`config.mk`:
```
export PLATFORM = sky130hd
export DESIGN_NAME = coprocessor0_timer_intr_flat
export DESIGN_NICKNAME = d
export VERILOG_FILES = /design/src/rtl/coprocessor0_timer_intr_if.sv /design/src/rtl/coprocessor0_timer_intr.sv /design/src/flat_wrapper.sv
export SDC_FILE = /design/constraint.sdc
export NUM_CORES = 1
export LEC_CHECK = 0
export BUFFER_PORTS_ARGS = -buffer_cell sky130_fd_sc_hd__buf_2
export CAP_MARGIN = 15
export CORE_MARGIN = 1
export CORE_UTILIZATION = 44
export CTS_CLUSTER_DIAMETER = 60
export DETAILED_ROUTE_END_ITERATION = 8
export PLACE_DENSITY = 0.77
export SLEW_MARGIN = 20
export SYNTH_ARGS = -nofsm -noshare
export SYNTH_HDL_FRONTEND = slang
export SYNTH_SLANG_ARGS = --single-unit
```
`constraint.sdc`:
```
create_clock -name clock -period 2.2 [get_ports clock]
set_clock_uncertainty 0.15 [all_clocks]
set_input_delay 0.22 -clock clock [delete_from_list [all_inputs] [get_ports clock]]
set_output_delay 0.22 -clock clock [all_outputs]
set_load 0.02 [all_outputs]
```
`src/rtl/coprocessor0_timer_intr_if.sv`:
```
// CP0 <-> pipeline bundle: mtc0 writes, exception/eret commits, interrupt lines and read/status returns.
interface coprocessor0_timer_intr_if #(
    parameter int unsigned DATA_WIDTH   = 32,
    parameter int unsigned HW_INT_COUNT = 6
);
    logic                    write_enabled;
    logic [4:0]              address_register;
    logic [2:0]              address_select;
    logic [DATA_WIDTH-1:0]   write_data;
    logic                    exception_valid;
    logic [4:0]              exception_code;
    logic [DATA_WIDTH-1:0]   exception_address;
    logic [DATA_WIDTH-1:0]   bad_virtual_address;
    logic                    in_delay_slot;
    logic                    eret_flush;
    logic [HW_INT_COUNT-1:0] hardware_interrupt;
    logic [DATA_WIDTH-1:0]   read_data;
    logic [DATA_WIDTH-1:0]   epc_out;
    logic                    exception_level_out;
    logic                    interrupt_pending;

    modport master (
        output write_enabled, address_register, address_select, write_data,
        output exception_valid, exception_code, exception_address, bad_virtual_address,
        output in_delay_slot, eret_flush, hardware_interrupt,
        input  read_data, epc_out, exception_level_out, interrupt_pending
    );

    modport slave (
        input  write_enabled, address_register, address_select, write_data,
        input  exception_valid, exception_code, exception_address, bad_virtual_address,
        input  in_delay_slot, eret_flush, hardware_interrupt,
        output read_data, epc_out, exception_level_out, interrupt_pending
    );
endinterface

```
`src/rtl/coprocessor0_timer_intr.sv`:
```
// CP0 with Status/Cause/EPC/BadVAddr, interrupt sampling and an optional prescaled Count/Compare timer.
// Timer logic is built only when CP0_TIMER_EN is defined.
module coprocessor0_timer_intr #(
    parameter int unsigned DATA_WIDTH    = 32,
    parameter int unsigned HW_INT_COUNT  = 6,
    parameter int unsigned COUNT_DIVIDER = 2
) (
    input  logic                     clock,
    input  logic                     reset,
    coprocessor0_timer_intr_if.slave bus
);
    localparam logic [4:0] REG_BADVADDR = 5'd8;
    localparam logic [4:0] REG_COUNT    = 5'd9;
    localparam logic [4:0] REG_COMPARE  = 5'd11;
    localparam logic [4:0] REG_STATUS   = 5'd12;
    localparam logic [4:0] REG_CAUSE    = 5'd13;
    localparam logic [4:0] REG_EPC      = 5'd14;
    localparam int unsigned PRESCALE_W  = (COUNT_DIVIDER > 1) ? $clog2(COUNT_DIVIDER) : 1;

    logic                    sel0;
    logic                    wr_sel0;
    logic                    wr_status;
    logic                    wr_cause;
    logic                    wr_epc;
    logic [7:0]              status_im;
    logic                    status_exl;
    logic                    status_ie;
    logic                    cause_bd;
    logic                    cause_ti;
    logic [HW_INT_COUNT-1:0] cause_hw;
    logic [1:0]              cause_sw;
    logic [4:0]              cause_exc;
    logic [7:0]              cause_ip;
    logic [DATA_WIDTH-1:0]   epc;
    logic [DATA_WIDTH-1:0]   bad_vaddr;
    logic [DATA_WIDTH-1:0]   count_value;
    logic [DATA_WIDTH-1:0]   compare_value;
    logic [DATA_WIDTH-1:0]   status_value;
    logic [DATA_WIDTH-1:0]   cause_value;

    assign sel0      = (bus.address_select == 3'd0);
    assign wr_sel0   = bus.write_enabled && sel0;
    assign wr_status = wr_sel0 && (bus.address_register == REG_STATUS);
    assign wr_cause  = wr_sel0 && (bus.address_register == REG_CAUSE);
    assign wr_epc    = wr_sel0 && (bus.address_register == REG_EPC);

    // Status: IM/IE from mtc0; EXL priority exception > eret > mtc0.
    always_ff @(posedge clock) begin
        if (reset) begin
            status_im  <= 8'd0;
            status_exl <= 1'b0;
            status_ie  <= 1'b0;
        end else begin
            if (wr_status) begin
                status_im <= bus.write_data[15:8];
                status_ie <= bus.write_data[0];
            end
            if (bus.exception_valid)  status_exl <= 1'b1;
            else if (bus.eret_flush)  status_exl <= 1'b0;
            else if (wr_status)       status_exl <= bus.write_data[1];
        end
    end

    // Cause (except TI), EPC and BadVAddr updates from exception commits and mtc0.
    always_ff @(posedge clock) begin
        if (reset) begin
            cause_bd  <= 1'b0;
            cause_hw  <= '0;
            cause_sw  <= 2'd0;
            cause_exc <= 5'd0;
            epc       <= '0;
            bad_vaddr <= '0;
        end else begin
            cause_hw <= bus.hardware_interrupt;
            if (wr_cause) cause_sw <= bus.write_data[1:0];
            if (bus.exception_valid) begin
                cause_exc <= bus.exception_code;
                if (!status_exl) cause_bd <= bus.in_delay_slot;
            end
            if (bus.exception_valid && !status_exl)
                epc <= bus.in_delay_slot ? bus.exception_address - DATA_WIDTH'(4)
                                         : bus.exception_address;
            else if (wr_epc)
                epc <= bus.write_data;
            if (bus.exception_valid && (bus.exception_code == 5'h04 || bus.exception_code == 5'h05))
                bad_vaddr <= bus.bad_virtual_address;
        end
    end

`ifdef CP0_TIMER_EN
    logic                  wr_count;
    logic                  wr_compare;
    logic [DATA_WIDTH-1:0] count;
    logic [DATA_WIDTH-1:0] compare;
    logic [PRESCALE_W-1:0] prescaler;
    logic                  prescale_wrap;
    logic                  timer_match;

    assign wr_count      = wr_sel0 && (bus.address_register == REG_COUNT);
    assign wr_compare    = wr_sel0 && (bus.address_register == REG_COMPARE);
    assign prescale_wrap = (prescaler == PRESCALE_W'(COUNT_DIVIDER - 1));
    assign timer_match   = (count == compare) && !wr_count;
    assign count_value   = count;
    assign compare_value = compare;

    // Prescaled Count; TI is sticky until a Compare write, which beats a same-cycle match.
    always_ff @(posedge clock) begin
        if (reset) begin
            count     <= '0;
            compare   <= '0;
            prescaler <= '0;
            cause_ti  <= 1'b0;
        end else begin
            if (wr_count) begin
                count     <= bus.write_data;
                prescaler <= '0;
            end else if (prescale_wrap) begin
                count     <= count + DATA_WIDTH'(1);
                prescaler <= '0;
            end else begin
                prescaler <= prescaler + PRESCALE_W'(1);
            end
            if (wr_compare) begin
                compare  <= bus.write_data;
                cause_ti <= 1'b0;
            end else if (timer_match) begin
                cause_ti <= 1'b1;
            end
        end
    end
`else
    assign cause_ti      = 1'b0;
    assign count_value   = '0;
    assign compare_value = '0;
`endif

    always_comb begin
        cause_ip                    = 8'd0;
        cause_ip[1:0]               = cause_sw;
        cause_ip[2 +: HW_INT_COUNT] = cause_hw;
        cause_ip[7]                 = cause_ip[7] | cause_ti;
    end

    always_comb begin
        status_value       = '0;
        status_value[22]   = 1'b1;
        status_value[15:8] = status_im;
        status_value[1]    = status_exl;
        status_value[0]    = status_ie;
        cause_value        = '0;
        cause_value[31]    = cause_bd;
        cause_value[30]    = cause_ti;
        cause_value[15:8]  = cause_ip;
        cause_value[6:2]   = cause_exc;
    end

    // mfc0 read: OR of one-hot gated register values; unmapped reads 0.
    always_comb begin
        bus.read_data =
              ({DATA_WIDTH{sel0 && bus.address_register == REG_BADVADDR}} & bad_vaddr)
            | ({DATA_WIDTH{sel0 && bus.address_register == REG_COUNT}}    & count_value)
            | ({DATA_WIDTH{sel0 && bus.address_register == REG_COMPARE}}  & compare_value)
            | ({DATA_WIDTH{sel0 && bus.address_register == REG_STATUS}}   & status_value)
            | ({DATA_WIDTH{sel0 && bus.address_register == REG_CAUSE}}    & cause_value)
            | ({DATA_WIDTH{sel0 && bus.address_register == REG_EPC}}      & epc);
    end

    assign bus.epc_out             = epc;
    assign bus.exception_level_out = status_exl;
    assign bus.interrupt_pending   = status_ie && !status_exl && |(cause_ip & status_im);
endmodule

```
`src/flat_wrapper.sv`:
```
// flat-port wrapper written by rule: the top's interface ports become plain ports
module coprocessor0_timer_intr_flat 
#(
    parameter int unsigned DATA_WIDTH    = 32,
    parameter int unsigned HW_INT_COUNT  = 6,
    parameter int unsigned COUNT_DIVIDER = 2
)
  (clock, reset, bus_write_enabled, bus_address_register, bus_address_select, bus_write_data, bus_exception_valid, bus_exception_code, bus_exception_address, bus_bad_virtual_address, bus_in_delay_slot, bus_eret_flush, bus_hardware_interrupt, bus_read_data, bus_epc_out, bus_exception_level_out, bus_interrupt_pending);
  coprocessor0_timer_intr_if #(.DATA_WIDTH(DATA_WIDTH), .HW_INT_COUNT(HW_INT_COUNT)) bus_i ();
  input  logic clock;
  input  logic reset;
  input wire logic [$bits(bus_i.write_enabled)-1:0] bus_write_enabled;
  input wire logic [$bits(bus_i.address_register)-1:0] bus_address_register;
  input wire logic [$bits(bus_i.address_select)-1:0] bus_address_select;
  input wire logic [$bits(bus_i.write_data)-1:0] bus_write_data;
  input wire logic [$bits(bus_i.exception_valid)-1:0] bus_exception_valid;
  input wire logic [$bits(bus_i.exception_code)-1:0] bus_exception_code;
  input wire logic [$bits(bus_i.exception_address)-1:0] bus_exception_address;
  input wire logic [$bits(bus_i.bad_virtual_address)-1:0] bus_bad_virtual_address;
  input wire logic [$bits(bus_i.in_delay_slot)-1:0] bus_in_delay_slot;
  input wire logic [$bits(bus_i.eret_flush)-1:0] bus_eret_flush;
  input wire logic [$bits(bus_i.hardware_interrupt)-1:0] bus_hardware_interrupt;
  output wire logic [$bits(bus_i.read_data)-1:0] bus_read_data;
  output wire logic [$bits(bus_i.epc_out)-1:0] bus_epc_out;
  output wire logic [$bits(bus_i.exception_level_out)-1:0] bus_exception_level_out;
  output wire logic [$bits(bus_i.interrupt_pending)-1:0] bus_interrupt_pending;
  assign bus_i.write_enabled = bus_write_enabled;
  assign bus_i.address_register = bus_address_register;
  assign bus_i.address_select = bus_address_select;
  assign bus_i.write_data = bus_write_data;
  assign bus_i.exception_valid = bus_exception_valid;
  assign bus_i.exception_code = bus_exception_code;
  assign bus_i.exception_address = bus_exception_address;
  assign bus_i.bad_virtual_address = bus_bad_virtual_address;
  assign bus_i.in_delay_slot = bus_in_delay_slot;
  assign bus_i.eret_flush = bus_eret_flush;
  assign bus_i.hardware_interrupt = bus_hardware_interrupt;
  assign bus_read_data = bus_i.read_data;
  assign bus_epc_out = bus_i.epc_out;
  assign bus_exception_level_out = bus_i.exception_level_out;
  assign bus_interrupt_pending = bus_i.interrupt_pending;
  coprocessor0_timer_intr #(.DATA_WIDTH(DATA_WIDTH), .HW_INT_COUNT(HW_INT_COUNT), .COUNT_DIVIDER(COUNT_DIVIDER)) u_core (.clock(clock), .reset(reset), .bus(bus_i));
endmodule
```
======== After elaboration in Yosys (flattened, before gate mapping) ========
Index checks and enable logic that the tools add are counted.
storage, ports and cells
  bits in registers ....................... 88
  output and inout bits ................... 66
  logic and storage cells ................. 50
  bits of input ports ..................... 121
cells by class
  $add $sub $neg .......................... 1
  mux-type cells .......................... 6
  eq/ne operators ......................... 6
  reduce and logical (&&, ||, !) cells .... 19
  bitwise operators ....................... 9
operators by type and width
  kind                                                 number
  bitwise AND 32 bit                                   3
  2-to-1 mux 32 bit                                    3
  bitwise OR 32 bit                                    3
  bitwise AND 32 x 23 -> 32 bit                        1
  subtractor 32 x 3 -> 32 bit (second input constant)  1
  == test 5 x 4 -> 1 bit (second input constant)       4
  logical AND 1 bit                                    12
  == test 5 x 3 -> 1 bit (second input constant)       2
  bitwise AND 8 bit                                    1
  OR reduction 8 bit                                   1
  logical NOT 3 bit                                    1
  2-to-1 mux 1 bit                                     3
  nonzero test 3 bit                                   1
  AND reduction 2 bit                                  1
  nonzero test 2 bit                                   1
  logical NOT 1 bit                                    1
  logical OR 1 bit                                     1
  inverter 1 bit                                       1

======== Longest topological paths before layout ========
Gate-level depths: netlist of run 1.
  depth in word-level cells ............... 6
  depth in mapped cells ................... 9
  depth with buffers taken out ............ 7

======== Least setup slack after synthesis of run 1 ========
Ideal clock, no wire load.
  path kind ............................... in2reg
  start point ............................. input port bus_exception_address[8]
  end point ............................... register u_core.epc[24], in the netlist u_core.bus.epc_out[24]
  library setup time ...................... 103 ps
  buffers on the path ..................... 2
  stages on the path ...................... 7
  arrival time ............................ 2115 ps
  setup slack ............................. -168 ps
  data required time ...................... 1947 ps
  path through ............................ or4_4 > buf_6 > or4_4 > buf_6 > nor4_2 > xnor2_1 > a2111oi_2
between the ends
  cells in the longest elaborated chain, start to end .. 3
RTL lines
  what                         line                           text
  start: declaration           flat_wrapper.sv:18             input wire logic [$bits(bus_i.exception_address)-1:0] bus_exception_address;
  subtractor 32 x 3 -> 32 bit  coprocessor0_timer_intr.sv:81  epc <= bus.in_delay_slot ? bus.exception_address - DATA_WIDTH'(4)
  2-to-1 mux 32 bit            coprocessor0_timer_intr.sv:81
  2-to-1 mux 32 bit            coprocessor0_timer_intr.sv:80  if (bus.exception_valid && !status_exl)
  end signal: assignment       coprocessor0_timer_intr.sv:81
  end signal: assignment       coprocessor0_timer_intr.sv:84  epc <= bus.write_data;
  end: declaration             coprocessor0_timer_intr.sv:34  logic [DATA_WIDTH-1:0] epc;
Every way passes these cells.
A chain may end at the register's enable or synchronous reset.

======== Final worst setup path of run 1 ========
Same ends and word-level chain as after synthesis.

==> impl_metrics.env, run 1 <==
export IMPL_final_common_cell="buf_2"
export IMPL_wire_per_inst_um=17.0
export IMPL_grt_pass1_wl_um=25900
export IMPL_power_switching_mw=1.02
export IMPL_p_leak_nw=2.91
export IMPL_synth_warnings=0
export IMPL_critPathLaunchType="input port"
export IMPL_layout_nets=941
export IMPL_yosysUniqueCellTypes=48
export IMPL_routabilityCongestion=0.917
export IMPL_maxCapViolations=0
export IMPL_initialDrtViolationCount=456
export IMPL_path_class="input port to register"
export IMPL_grt_max_degree=48
export IMPL_cts_root_buf="clkbuf_8"
export IMPL_drive_gt1_frac=0.323
export IMPL_finalSetupViolCount=0
export IMPL_tightest_slew_ns=0.483
export IMPL_vias=5317
export IMPL_postRouteAntennaNets=0
export IMPL_worstSetupPathDepth=6
export IMPL_clock_power_share=0.349
export IMPL_endpoint="u_core.bus.epc_out[24]$_SDFFE_PP0P_"
export IMPL_status="completed"
export IMPL_cp_slowest_stage_delay_ns=0.66
export IMPL_drtPass1Iterations=6
export IMPL_intPower_mw=2.62
export IMPL_core_sq_mm=0.0103
export IMPL_slew_headroom=0.678
export IMPL_start_util=0.451
export IMPL_crit_top_cell="or4_4"
export IMPL_num_rows=37
export IMPL_worstSetupStartpoint="bus_exception_address[8]"
export IMPL_post_route_period_util=0.940
export IMPL_drc_errors=0
export IMPL_synth_edf_count=0
export IMPL_ir_worst_vdd_mv=0.254
export IMPL_swShare=0.280
export IMPL_synth_nets=694
export IMPL_ys_seq_area_frac=0.380
export IMPL_mostFrequentLayoutCells="buf_2, nand2_1, dfxtp_1"
export IMPL_cts_sinks=88
export IMPL_clk_latency_ns=0.36
export IMPL_reg2reg_setup_slack_ns=0.52
export IMPL_hold_ws_ns=0.0116
export IMPL_sequentialPowerShare=0.476
export IMPL_path_delay_family="simple AND/OR/NAND/NOR gates"
export IMPL_overflow=0
export IMPL_die_h_um=105
export IMPL_cts_tree="done"
export IMPL_numCtsBuffers=9
export IMPL_syn_inst=572
export IMPL_r2r_end="u_core.bus.epc_out[24]$_SDFFE_PP0P_"
export IMPL_dp_hpwl_um=11800
export IMPL_avgSynthCellArea_sq_um=8.11
export IMPL_avgViaCountPerCell=5.53
export IMPL_worst_setup_path_end_kind="register"
export IMPL_rsz0062_at_grt="false"
export IMPL_crit_path_max_fanout=8
export IMPL_worstRegToRegCells=4
export IMPL_comb_power_share=0.175
export IMPL_die_width_um=105
export IMPL_async_reset_ff_frac=0
export IMPL_clockBufferDepth=2
export IMPL_hold_viol_final=0
export IMPL_portBuffers=186
export IMPL_reg2reg_from="u_core.bus.exception_level_out$_SDFFE_PP0P_"
export IMPL_finalPower_mw=3.64
export IMPL_min_period_ns=2.07
export IMPL_htree_levels=3
export IMPL_grt_usage=0.300
export IMPL_cp_data_arrival_time_ns=2.17
export IMPL_crit_chain="buf_2, or4_4, or4_4, nor4_4, xnor2_1, a2111oi_2"
export IMPL_report_final_slew_viol_count=0
export IMPL_grt_pass1_vias=5064
export IMPL_syn2layout_area_growth_pct=45.3
export IMPL_io_pins=187
export IMPL_max_freq_mhz=483
export IMPL_syn_cell_area_sq_mm=0.00464
export IMPL_ys_ff_latch=88
export IMPL_power_density_mw_per_mm2=540
export IMPL_cts_setup_buffers=0
export IMPL_cp_buffers_inverters=1
export IMPL_path_clk_slew_ns=0.09
export IMPL_ys_flop_type="dfxtp_1"
export IMPL_antenna_found_initial=1
export IMPL_dieArea_sq_mm=0.0110
export IMPL_fill_cells=892
export IMPL_cp_required_ns=2.30
export IMPL_hp_class="input port to register"
export IMPL_routed_wl_um=16300
export IMPL_cpMaxStageDelayCell="or4_4"
-- flip-flops by register name, indices dropped and copies added, names as in the netlist --
| name | cells |
|---|---|
| u_core.status_ie | 1 |
| u_core.bus.epc_out | 32 |
| u_core.cause_hw | 6 |
| u_core.cause_sw | 2 |
| u_core.cause_exc | 5 |
| u_core.bad_vaddr | 32 |
| u_core.bus.exception_level_out | 1 |
| u_core.cause_bd | 1 |
| u_core.status_im | 8 |
-- worst min-delay path, delay by kind of cell --
| kind | cells | cell delay (ns) |
|---|---|---|
| compound gates | 1 | 0.05 |
| buf+inv | 1 | 0.11 |
| simple gates | 1 | 0.10 |
-- how the worst min path moves through the flow --
| stage | to | cells past startpoint | slack (ns) | startpoint |
|---|---|---|---|---|
| 3_3_place_gp | u_core.cause_hw[5]$_SDFF_PP0_ | 2 | 0.28 | bus_hardware_interrupt[5] |
| 5_1_grt | u_core.bus.epc_out[0]$_SDFFE_PP0P_ | 3 | 0.02 | bus_exception_address[0] |
| 4_1_cts | u_core.bus.epc_out[0]$_SDFFE_PP0P_ | 3 | 0.0004 | bus_exception_address[0] |
| 6_report | u_core.bus.epc_out[0]$_SDFFE_PP0P_ | 3 | 0.01 | bus_exception_address[0] |
| 3_5_place_dp | u_core.cause_hw[2]$_SDFF_PP0_ | 2 | 0.29 | bus_hardware_interrupt[2] |
| 2_1_floorplan | u_core.cause_hw[0]$_SDFF_PP0_ | 1 | 0.20 | bus_hardware_interrupt[0] |
-- layout make-up --
| cell class | count | area (sq um) | area share |
|---|---|---|---|
| diodes | 1 | 2.50 | 0.000371 |
| clock buffers | 9 | 124 | 0.0184 |
| clock inverters | 7 | 101 | 0.0150 |
| inverters | 10 | 37.5 | 0.00557 |
| multi-input cells | 423 | 2680 | 0.397 |
| flip-flops and latches | 88 | 1760 | 0.261 |
| well taps | 136 | 170 | 0.0253 |
| repair buffers | 287 | 1860 | 0.277 |
-- power groups by stage --
stage | Sequential [mW] | Clock, mW | Combinational [mW]
detailed placement | 1.76 | 0 | 0.545
finish | 1.73 | 1.27 | 0.637
global route | 1.74 | 1.37 | 0.687
CTS | 1.73 | 1.30 | 0.629
floorplan | 1.79 | 0 | 0.222
global placement | 1.76 | 0 | 0.534
-- per-stage QoR --
stage / util / TNS, ns / setup WS (ns) / instance area (sq um) / std cells
finish: 0.656 / 0 / 0.131 / 6740 / 961
global route: 0.656 / 0 / 0.0272 / 6740 / 961
CTS: 0.655 / 0 / 0.0907 / 6730 / 960
detailed placement: 0.575 / -2.13 / -0.238 / 5910 / 884
global placement: 0.575 / -1.31 / -0.157 / 5910 / 884
floorplan: - / -0.627 / -0.111 / 4680 / 572
-- Yosys cell counts, types with 2 or more instances --
cell type / instances / area share
a311oi_1: 14 / 0.026
or4_4: 2 / 0.0049
a21oi_1: 44 / 0.047
nand4_1: 2 / 0.0027
nor4_2: 7 / 0.019
nor2b_1: 8 / 0.011
or3_1: 8 / 0.011
xnor2_1: 18 / 0.034
inv_1: 10 / 0.0081
nand2_1: 114 / 0.092
a222oi_1: 6 / 0.013
a31oi_1: 2 / 0.0027
and2_1: 2 / 0.0027
a21o_1: 6 / 0.0097
nor4_1: 11 / 0.015
nand2b_1: 2 / 0.0027
a22o_1: 24 / 0.045
dfxtp_1: 88 / 0.38
buf_6: 2 / 0.0049
a2111oi_2: 5 / 0.016
o21ai_0: 9 / 0.0097
and4b_1: 2 / 0.0043
buf_2: 4 / 0.0043
nand4b_1: 2 / 0.0038
buf_1: 6 / 0.0049
nor2_1: 36 / 0.029
a32oi_1: 2 / 0.0038
or2_2: 2 / 0.0027
nor3_1: 31 / 0.033
xor2_1: 8 / 0.015
clkbuf_1: 39 / 0.032
nand3_1: 7 / 0.0076
a2111oi_0: 3 / 0.0057
a2111oi_1: 2 / 0.0043
mux2i_1: 29 / 0.063
a22oi_1: 3 / 0.0049
-- cell families after synthesis --
family                     synth area share
and+or+nand+nor                       0.255
AOI/OAI and AO/OA                     0.195
DFF                                   0.380
buffers and inverters                0.0537
muxes                                0.0650
xor gates and xnor gates             0.0491
adders and majority gates           0.00270
-- routing by layer --
layer,global-route usage,vias up,wire length [um]
li1,-,2547,-
met3,0.0424,47,1130
met2,0.476,236,7610
met1,0.398,2487,7020
met4,0.149,0,572
met5,0,-,0
-- what timing repair did --
action,CTS,global route
endpoints found under the setup margin,0,3
hold buffers,60,0
gates resized for setup,0,1
hold endpoints to repair,70,0
No activity file was read; power rests on OpenSTA's default activity.
==> run 2, diff against run 1 <==
--- a/config.mk
+++ b/config.mk
@@ -7,6 +7,7 @@
 export LEC_CHECK = 0
 export BUFFER_PORTS_ARGS = -buffer_cell sky130_fd_sc_hd__buf_2
 export CAP_MARGIN = 15
+export CORE_ASPECT_RATIO = 0.9
 export CORE_MARGIN = 1
 export CORE_UTILIZATION = 44
 export CTS_CLUSTER_DIAMETER = 60
==> run 2 against run 1 <==
First-iteration DRC count decreased by 7.0%. Via count fell by 3.8%. Design area fell by 2.5%. Sequential share of layout area is 0.68 points higher. Critical path depth is the same. Routed wire length fell by 3.1%. Setup slack got worse by 0.021 ns. Combinational power is 6.0% lower. Sequential power is essentially flat. Maximum frequency fell by 1.0%. Clock power is 35% higher. Highest routed layer unchanged.
==> impl_metrics.env, run 2 (synthesized netlist as in run 1, its figures left out) <==
export IMPL_cp_required_ns=2.26
export IMPL_vias=5117
export IMPL_routabilityCongestion=0.949
export IMPL_cts_sinks=88
export IMPL_drive_gt1_frac=0.330
export IMPL_avgViaCountPerCell=5.53
export IMPL_hold_viol_final=0
export IMPL_min_period_ns=2.09
export IMPL_maxCapViolations=0
export IMPL_cp_data_arrival_time_ns=2.15
export IMPL_path_clk_slew_ns=0.06
export IMPL_die_width_um=110
export IMPL_drc_errors=0
export IMPL_drtPass1Iterations=5
export IMPL_clockBufferDepth=2
export IMPL_final_common_cell="buf_2"
export IMPL_critPathLaunchType="input port"
export IMPL_clk_latency_ns=0.33
export IMPL_postRouteAntennaNets=0
export IMPL_crit_chain="buf_2, or4_4, or4_4, nor4_4, xnor2_1, a2111oi_2"
export IMPL_worstRegToRegCells=4
export IMPL_max_freq_mhz=479
export IMPL_power_density_mw_per_mm2=617
export IMPL_io_pins=187
export IMPL_portBuffers=186
export IMPL_core_sq_mm=0.0102
export IMPL_dpl_cell_count=877
export IMPL_post_route_period_util=0.950
export IMPL_cpMaxStageDelayCell="or4_4"
export IMPL_crit_path_max_fanout=8
export IMPL_overflow=0
export IMPL_dieArea_sq_mm=0.0110
export IMPL_initialDrtViolationCount=424
export IMPL_cts_setup_buffers=0
export IMPL_dp_hpwl_um=11800
export IMPL_worst_setup_path_end_kind="register"
export IMPL_path_class="input port to register"
export IMPL_slew_headroom=0.673
export IMPL_tns_ns=0
export IMPL_mostFrequentLayoutCells="buf_2, nand2_1, dfxtp_1"
export IMPL_whs_path_depth=3
export IMPL_report_final_slew_viol_count=0
export IMPL_grt_pass1_wl_um=24200
export IMPL_p_leak_nw=2.85
export IMPL_fill_cells=859
export IMPL_grt_max_degree=44
export IMPL_die_h_um=99.4
export IMPL_grt_pass1_vias=4757
export IMPL_routed_wl_um=15800
export IMPL_layout_nets=914
export IMPL_finalSetupViolCount=0
export IMPL_stdcell_count=925
export IMPL_cts_root_buf="clkbuf_16"
export IMPL_cts_tree="done"
export IMPL_syn2layout_area_growth_pct=41.6
export IMPL_hp_class="input port to register"
export IMPL_num_rows=35
export IMPL_htree_levels=3
export IMPL_cp_slowest_stage_delay_ns=0.61
export IMPL_status="completed"
export IMPL_tightest_slew_ns=0.491
export IMPL_n_antenna_cell=0
export IMPL_rsz0062_at_grt="false"
export IMPL_grt_usage=0.289
export IMPL_crit_top_cell="or4_4"
export IMPL_start_util=0.453
export IMPL_ir_worst_vdd_mv=0.392
export IMPL_numCtsBuffers=9
export IMPL_wire_per_inst_um=17.1
export IMPL_antenna_found_initial=0
run 2: cell types whose count changed in the layout (fill, tap and decap cells not counted):
cell	previous run	this run
bufinv_16	2	3
clkbuf_1	0	2
clkbuf_16	0	9
clkbuf_8	9	1
clkinvlp_4	2	0
diode_2	1	0
dlygate4sd3_1	60	33
inv_6	3	0
run 2: where the power goes:
part / internal, mW / switching (mW) / total (mW)
Clock: 1.14 / 0.587 / 1.72
Sequential: 1.66 / 0.0688 / 1.73
Combinational: 0.276 / 0.323 / 0.599
Total: 3.07 / 0.979 / 4.05
run 2: area by class of cell:
| class | count | area [sq um] | area share |
|---|---|---|---|
| clock inverter | 3 | 90.1 | 0.0137 |
| clock buffer | 12 | 246 | 0.0375 |
| sequential | 88 | 1760 | 0.268 |
| multi-input combinational | 423 | 2680 | 0.408 |
| inverter | 10 | 37.5 | 0.00572 |
| timing repair buffer | 260 | 1590 | 0.243 |
| tap | 129 | 161 | 0.0246 |
run 2: worst paths after layout:
path	slack (ns)	end	start
hold / removal	0.008	u_core.cause_exc[0]$_SDFFE_PP0P_	bus_exception_code[0]
setup reg to reg	0.52	u_core.bus.epc_out[26]$_SDFFE_PP0P_	u_core.bus.exception_level_out$_SDFFE_PP0P_
setup / recovery	0.11	u_core.bus.epc_out[26]$_SDFFE_PP0P_	bus_exception_address[8]
hold reg to reg	0.30	u_core.bad_vaddr[22]$_SDFFE_PP0P_	u_core.bad_vaddr[22]$_SDFFE_PP0P_
run 2: stage by stage:
step	cell area [sq um]	total power [mW]	setup WS, ns	hold WS (ns)	util
after floorplan	4680	2.01	-0.111	0.198	-
after global placement	5900	2.29	-0.144	0.285	0.576
after detailed placement	5900	2.31	-0.250	0.290	0.576
after CTS	6570	4.07	0.0509	0.000155	0.641
after global routing	6570	4.19	0.0183	0.0130	0.641
final	6570	4.05	0.110	0.00771	0.641
run 2: timing repair:
item	4_1_cts	5_1_grt
gates resized for setup	0	1
endpoints found under the setup margin	0	4
hold endpoints to repair	33	0
hold buffers	33	0
run 2: worst max-delay path: cells and delay by family:
family | cells | cell delay (ns)
xor+xnor | 1 | 0.13
buf+inv | 1 | 0.10
simple gates | 3 | 1.34
compound gates | 1 | 0.36
run 2: routing by layer:
metal  routed length, um  track usage
met3                1100       0.0354
met5                   0            0
met1                7180        0.397
met2                7240        0.468
met4                 308        0.101
